### config.mk
export PLATFORM = sky130hd
export DESIGN_NAME = register_file_unit
export DESIGN_NICKNAME = d
export VERILOG_FILES = /design/src/rtl/register_file_unit.sv
export SDC_FILE = /design/constraint.sdc
export NUM_CORES = 1
export LEC_CHECK = 0
export CORE_ASPECT_RATIO = 0.9
export CORE_MARGIN = 2
export CORE_UTILIZATION = 49
export DETAILED_ROUTE_END_ITERATION = 16
export HOLD_SLACK_MARGIN = 0.02
export MAX_ROUTING_LAYER = met4
export PLACE_DENSITY = 0.82
export SYNTH_ARGS = -nofsm -noshare
export SYNTH_HDL_FRONTEND = slang
export SYNTH_SLANG_ARGS = --single-unit
### constraint.sdc
create_clock -name clock -period 1.87 [get_ports clock]
set_input_delay 0.374 -clock clock [delete_from_list [all_inputs] [get_ports clock]]
set_output_delay 0.374 -clock clock [all_outputs]
set_load 0.05 [all_outputs]
### src/rtl/register_file_unit.sv
// Operand register file feeding functionUnit: two read buses, one write port, latched flags.
// After reset a sweep zeroes every register before normal writes are accepted.
//
//   state | meaning
//   ------+-------------------------------------------------------------
//   CLEAR | zeroing reg[clr_cnt] each cycle; RW/FL ignored; buses forced 0
//   RUN   | normal operation; RW writes reg[DA], FL loads status
module register_file_unit #(
    parameter int WIDTH  = 16,
    parameter int ADDR_W = 3
) (
    input  logic              clock,
    input  logic              reset,
    input  logic [ADDR_W-1:0] AA,
    input  logic [ADDR_W-1:0] BA,
    input  logic [ADDR_W-1:0] DA,
    input  logic              RW,
    input  logic              MB,
    input  logic [WIDTH-1:0]  const_in,
    input  logic              MD,
    input  logic [WIDTH-1:0]  fu_data,
    input  logic [WIDTH-1:0]  data_in,
    input  logic              V,
    input  logic              C,
    input  logic              Z,
    input  logic              N,
    input  logic              FL,
    output logic [WIDTH-1:0]  A_bus,
    output logic [WIDTH-1:0]  B_bus,
    output logic [3:0]        status,
    output logic              ready
);

    localparam int DEPTH = 2 ** ADDR_W;

    typedef enum logic {CLEAR, RUN} state_t;

    state_t            state;
    logic [ADDR_W-1:0] clr_cnt;
    logic [WIDTH-1:0]  regs [DEPTH];

    // The register array has no reset of its own; the sweep is what clears it.
    always_ff @(posedge clock) begin
        if (reset) begin
            state   <= CLEAR;
            clr_cnt <= '0;
            status  <= '0;
            ready   <= 1'b0;
        end else begin
            case (state)
                CLEAR: begin
                    regs[clr_cnt] <= '0;
                    clr_cnt       <= clr_cnt + ADDR_W'(1);
                    if (clr_cnt == ADDR_W'(DEPTH - 1)) begin
                        state <= RUN;
                        ready <= 1'b1;
                    end
                end
                RUN: begin
                    if (RW)
                        regs[DA] <= MD ? data_in : fu_data;
                    if (FL)
                        status <= {V, C, Z, N};
                end
                default: state <= CLEAR;
            endcase
        end
    end

    // No write bypass: fu_data is a function of these buses, so bypassing would loop.
    always_comb begin
        A_bus = '0;
        B_bus = '0;
        if (state == RUN) begin
            A_bus = regs[AA];
            B_bus = regs[BA];
        end
        if (MB)
            B_bus = const_in;
    end

endmodule
Word level (Yosys, flattened, before mapping)
Memory sizes are Yosys's and may differ from the RTL's.
Index checks and enable logic that the tools add are counted.

word-level totals
  register bits after elaboration = 9
  memory bits (writable) = 128
  memories = 1

memory list
  name  depth  width  read ports  clocked after memory_dff  wr ports  RTL line  RTL
  regs  8      16     2           0                         1         40        logic [WIDTH-1:0] regs [DEPTH];

operators by class
  $add $sub $neg = 1
  equal/unequal tests = 1
  mux-type cells = 16
  bitwise logic cells = 1
  reduce and logical (&&, ||, !) cells = 3

operators by type and width
  cell                   count
  $mux W16               5
  $reduce_or A16 Y1      1
  $mux W1                10
  $reduce_and A2 Y1      2
  $add A3 B1 Y3 const B  1
  $eq A3 B3 Y1 const B   1
  $mux W3                1
  $not A1 Y1             1

Longest topological paths before layout
Gate-level depths: netlist (run 1).

  depth in word-level cells = 6
  mapped depth = 6
  gate-level depth less buffers = 4

Worst setup path before layout (run 1)
Ideal clock, no wire load.

  kind = input-to-output
  start point = input BA[0]
  end point = output B_bus[14]
  arrival time = 2.558 ns
  data required time = 1.496 ns
  setup slack = -1.062 ns
  stages = 5
  buffers on the path = 3
  cell sequence = buf_6 > buf_12 > buf_6 > a2111oi_0 > o41ai_1

between the ends
  cells in the longest elaborated chain, start to end = 3

ends and longest elaborated chain
  element             RTL line  RTL
  start: declaration  15        input logic [ADDR_W-1:0] BA,
  $mem_v2 Z8 W16      --
  $mux W16            74        if (state == RUN) begin
  $mux W16            78        if (MB)
  end: declaration    29        output logic [WIDTH-1:0] B_bus,

Every way passes these cells.

==> impl_metrics.yaml, run 1 <==
clock_network:
  cts_sinks: 137
  cts-hold-fix-buffers: 0
  clk_pin_slew_ns: 0.06
  clockRootBuffer: "clkbuf_16"
  cts_buffers: 17
  htreeDepth: 4
  clock_path_buffers: 2
  cts_tree: "built"
  clock_latency_ns: 0.43
sta:
  slew_headroom: 0.6422
  finClkSkew_ns: 0.006302
  rsz0062_at_grt: "yes"
  fin_crit_ns: 2.199
  fin_tns_setup_ns: -7.879
  post-route-period-util: 1.176
  worst_slack_ns: -0.3291
  fmax_mhz: 454.7
  hold_viol: 0
  tightestPinTransition_ns: 0.5348
  report.final.slew_viol_count: 0
  setup_viol: 32
power:
  p_leak_nw: 3.611
  power.total_mw: 7.715
  irDropWorstVdd_uv: 680.8
  cellPowerDensity_mw_per_mm2: 776.5
drt:
  drt_iter0_markers: 463
  antenna_left: 0
  avgRoutedWirePerCell_um: 25.83
  drtPass1Iterations: 6
  vias: 4915
  drc: 0
  avgViaCountPerCell: 6.269
  route.final.wire_length_mm: 20.25
place:
  io_buffers: 103
  dp_hpwl_mm: 11.88
  place_area_sq_mm: 0.009091
  gp_congestion: 0.8262
  dp_cells: 746
finish:
  fillers: 804
  final_cells: 784
  final_area_sq_mm: 0.009936
  drive_above_1_share: 0.4332
  multi_input_area_sq_mm: 0.003100
  seqCellArea_sq_mm: 0.004025
  final_common_cell: "edfxtp_1"
  final_cell_mix: "edfxtp_1, clkdlybuf4s50_1, buf_12"
  areaGrowthSynthToFinish_pct: 43.57
  n_antenna_cell: 0
  nets: 648
critical_path:
  cp.required_ns: 1.50
  crit_type: "reg -> out"
  cp.arrival_ns: 1.83
  end_kind: "primary output"
  start_kind: "register"
  critPathMaxFanout: 2
synth:
  synth_edf_count: 128
  synth_top_cell_area_share: 0.5554
  synthTopCellsByArea: "edfxtp_1, mux4_2, mux4_1"
  synth.yosys.seq_area_share: 0.5815
  syn_inst: 438
  yosysWarnings: 0
  ys.flop_type: "edfxtp_1"
  syn_area_sq_mm: 0.006920
  synthArstFlopShare: 0
  avgSynthCellArea_sq_um: 15.80
  synth.lib_cells_used.distinct: 31
  synth_top_area_cell: "edfxtp_1"
  synth.net_count: 507
  ys_seq_elements: 137
die:
  num_rows: 41
  die_h_um: 116.7
  ioPinCount: 104
  fp.dieW_um: 129.3
  start_util: 0.4978
  coreArea_sq_mm: 0.01390
  die_area_sq_mm: 0.01509
outcome:
  status: "finished with violations"
  violations: "negative setup slack"
global_route:
  grt_max_degree: 19
  grt_pass1_vias: 5138
  grt_overflow_total: 0
  grt_pass1_wl_mm: 30.26
  antenna_found_initial: 0
  grt_util_all_layers: 0.2901
run:
  cap_violations: 0
worst_hold_path:
  hold_path.class: "reg -> reg"
sequential cells by signal (all words and copies together), names as in the netlist:
signal,flops
regs,128
status,4
clr_cnt,3
ready,1
state,1
worst paths after layout:
kind,startpoint,depth (start not counted),to,slack (ns)
min reg2reg,status[0],2,status[0],0.47
max reg2reg,state,3,regs[1][3],0.11
min,status[0],2,status[0],0.47
max,regs[0][2],4,A_bus[2],-0.33
what timing repair did:
| action | in CTS | in global routing |
|---|---|---|
| endpoints found under the setup margin | 36 | 44 |
| pin swaps | 6 | 3 |
| setup buffers | 3 | 2 |
| cloned | 2 | 0 |
| resized for setup | 62 | 23 |
metal layers:
metal,up-vias,global-route usage,wire (um)
li1,2027,-,-
met4,0,0.1442,707
met5,-,-,0
met2,312,0.4702,10480
met3,64,0.05955,1679
met1,2512,0.3499,7383
kinds of logic after synthesis:
| group | Yosys count | synth area share |
|---|---|---|
| AOI/OAI and AO/OA | 44 | 0.05135 |
| adders and majority gates | 2 | 0.003615 |
| buffers and inverters | 33 | 0.03363 |
| DFF | 137 | 0.5815 |
| muxes | 110 | 0.2589 |
| and+or+nand+nor | 112 | 0.07105 |
critical path, cell delays in order, from the launching register on:
cell and delay [ns]:
edfxtp_1 0.41, mux4_2 0.53, mux2i_4 0.25, nor2_4 0.06, buf_12 0.15
Yosys cell counts (2+ instances only):
cell,instances
nand2b_1,4
buf_2,13
nand2_1,25
buf_12,2
dfxtp_1,9
o31ai_1,3
mux4_2,32
mux2i_1,38
nor2b_1,18
o31ai_2,9
a21o_1,2
a21oi_1,6
mux2_2,24
clkbuf_1,5
o22ai_1,12
ha_1,2
a2111oi_0,4
a211oi_1,4
o41ai_1,4
nor2_1,57
edfxtp_1,128
mux4_1,16
buf_1,2
buf_6,4
nand3_1,5
nand3b_1,2
buf_4,4
power breakdown:
group	switching (mW)	total (mW)	internal, mW
clock network	1.25	3.18	1.93
registers	0.0380	3.43	3.39
logic	0.535	1.10	0.569
metrics by stage:
stage	setup WS (ns)	hold WS (ns)	utilization
2_1_floorplan	-0.1839	0.4707	-
3_3_place_gp	-0.5375	0.4466	0.6539
3_5_place_dp	-0.5752	0.4498	0.6539
4_1_cts	-0.2833	0.4601	0.7079
5_1_grt	-0.3620	0.5041	0.7147
6_report	-0.3291	0.4668	0.7147
layout make-up:
cell class | count | area share
clock inverters | 10 | 0.01045
well taps | 193 | 0.02430
flip-flops and latches | 137 | 0.4051
clock buffers | 21 | 0.04433
repair buffers | 154 | 0.2034
inverters | 1 | 0.0003778
multi-input cells | 268 | 0.3121
Power figures use the tool's default switching activity.
==> inputs of run 2 (changes only) <==
Settings changed: SKIP_LAST_GASP from default to 1.
==> impl_metrics.yaml, run 2 (synthesis gave the netlist of run 1 again) <==
outcome:
  status: "finished with violations"
  violations: "negative setup slack"
sta:
  fin_crit_ns: 2.179
  report.final.slew_viol_count: 0
  fin_hold_ws_ns: 0.4630
  hold_viol: 0
  worst_slack_ns: -0.3094
  fin_tns_setup_ns: -7.502
  post-route-period-util: 1.165
  tightestPinTransition_ns: 0.5532
  setup_viol: 32
  fmax_mhz: 458.8
  finClkSkew_ns: 0.004041
  rsz0062_at_grt: "yes"
  slew_headroom: 0.6298
finish:
  drive_above_1_share: 0.4237
  post-route-util: 0.7121
  final_cells: 783
  areaGrowthSynthToFinish_pct: 43.05
  nets: 647
  n_antenna_cell: 0
  final_cell_mix: "edfxtp_1, clkdlybuf4s50_1, buf_12"
  final_common_cell: "edfxtp_1"
  top_regs: "regs: 128 flops, status: 4 flops, clr_cnt: 3 flops"
  final_area_sq_mm: 0.009899
  largest_register_ffs: 128
  regMostFlops: "regs"
power:
  irDropWorstVdd_uv: 667.7
  p_leak_nw: 3.593
  switching_power_mw: 1.794
  power_frac_seq: 0.446
  p_int_mw: 5.889
  power_frac_comb: 0.143
  cellPowerDensity_mw_per_mm2: 776.1
  swShare: 0.2335
  power.total_mw: 7.683
  p_clk_frac: 0.411
clock_network:
  cts-hold-fix-buffers: 0
  cts_tree: "built"
  clock_path_buffers: 2
  htreeDepth: 4
  clock_latency_ns: 0.42
  cts_buffers: 17
  clockRootBuffer: "clkbuf_16"
  clk_pin_slew_ns: 0.06
  cts_sinks: 137
die:
  ioPinCount: 104
  coreArea_sq_mm: 0.01390
  fp.dieW_um: 129.3
  start_util: 0.4978
  die_h_um: 116.7
  num_rows: 41
  die_area_sq_mm: 0.01509
global_route:
  grt_overflow_total: 0
  grt.met1_usage: 0.3447
  grt_pass1_vias: 5085
  grt_use_met3: 0.05085
  grt_util_all_layers: 0.2839
  grt_max_degree: 19
  grt_pass1_wl_mm: 29.66
  top_usage_layer: "met2"
  antenna_found_initial: 0
  use_met2: 0.4719
place:
  place_ws_ns: -0.5752
  io_buffers: 103
  dp_hpwl_mm: 11.88
  place_area_sq_mm: 0.009091
  dp_cells: 746
  gp_congestion: 0.8262
run:
  cap_violations: 0
critical_path:
  cp.arrival_ns: 1.81
  cp.required_ns: 1.50
  start_kind: "register"
  end_kind: "primary output"
  critPathMaxFanout: 2
  crit_type: "reg -> out"
drt:
  avgViaCountPerCell: 6.215
  drtPass1Iterations: 5
  avgRoutedWirePerCell_um: 25.21
  vias: 4866
  drc: 0
  route.final.wire_length_mm: 19.74
  antenna_left: 0
  drt_iter0_markers: 503
worst_hold_path:
  hold_path.class: "reg -> reg"
[run 2: layout make-up]
class | count | area, sq um
repair buffers | 153 | 2007
inverters | 1 | 3.754
clock inverters | 10 | 103.9
fillers | 807 | 4003
flip-flops and latches | 137 | 4025
multi-input cells | 268 | 3078
clock buffers | 21 | 440.4
well taps | 193 | 241.5
[run 2: per-layer routing]
layer | part of all wire | wire length [um]
met1 | 0.38 | 7409
met2 | 0.53 | 10410
met3 | 0.068 | 1337
met4 | 0.030 | 586
met5 | 0 | 0
[run 2: what timing repair did]
item / 4_1_cts / 5_1_grt
pin swaps: 6 / 2
gates cloned: 2 / 0
resized for setup: 61 / 16
setup buffers: 3 / 1
setup endpoints to repair: 36 / 32
[run 2: critical path, cell delays in order (launching register included)]
cell	delay, ns
edfxtp_1	0.43
mux4_2	0.54
nor2b_4	0.16
o41ai_4	0.10
buf_12	0.17
[run 2: power groups by stage]
stage | Sequential (mW) | Clock, mW | Combinational, mW
after floorplan | 3.47 | 0 | 0.566
after global placement | 3.48 | 0 | 0.970
after detailed placement | 3.48 | 0 | 0.992
after CTS | 3.42 | 3.15 | 1.08
after global routing | 3.43 | 3.30 | 1.14
final | 3.43 | 3.16 | 1.10
[run 2: final timing paths]
path                 endpoint   startpoint  slack, ns  cells after the start
hold reg to reg     status[3]    status[3]       0.46                      2
setup reg to reg  regs[0][13]        state       0.08                      3
hold / removal      status[3]    status[3]       0.46                      2
setup / recovery    B_bus[14]  regs[7][14]      -0.31                      4
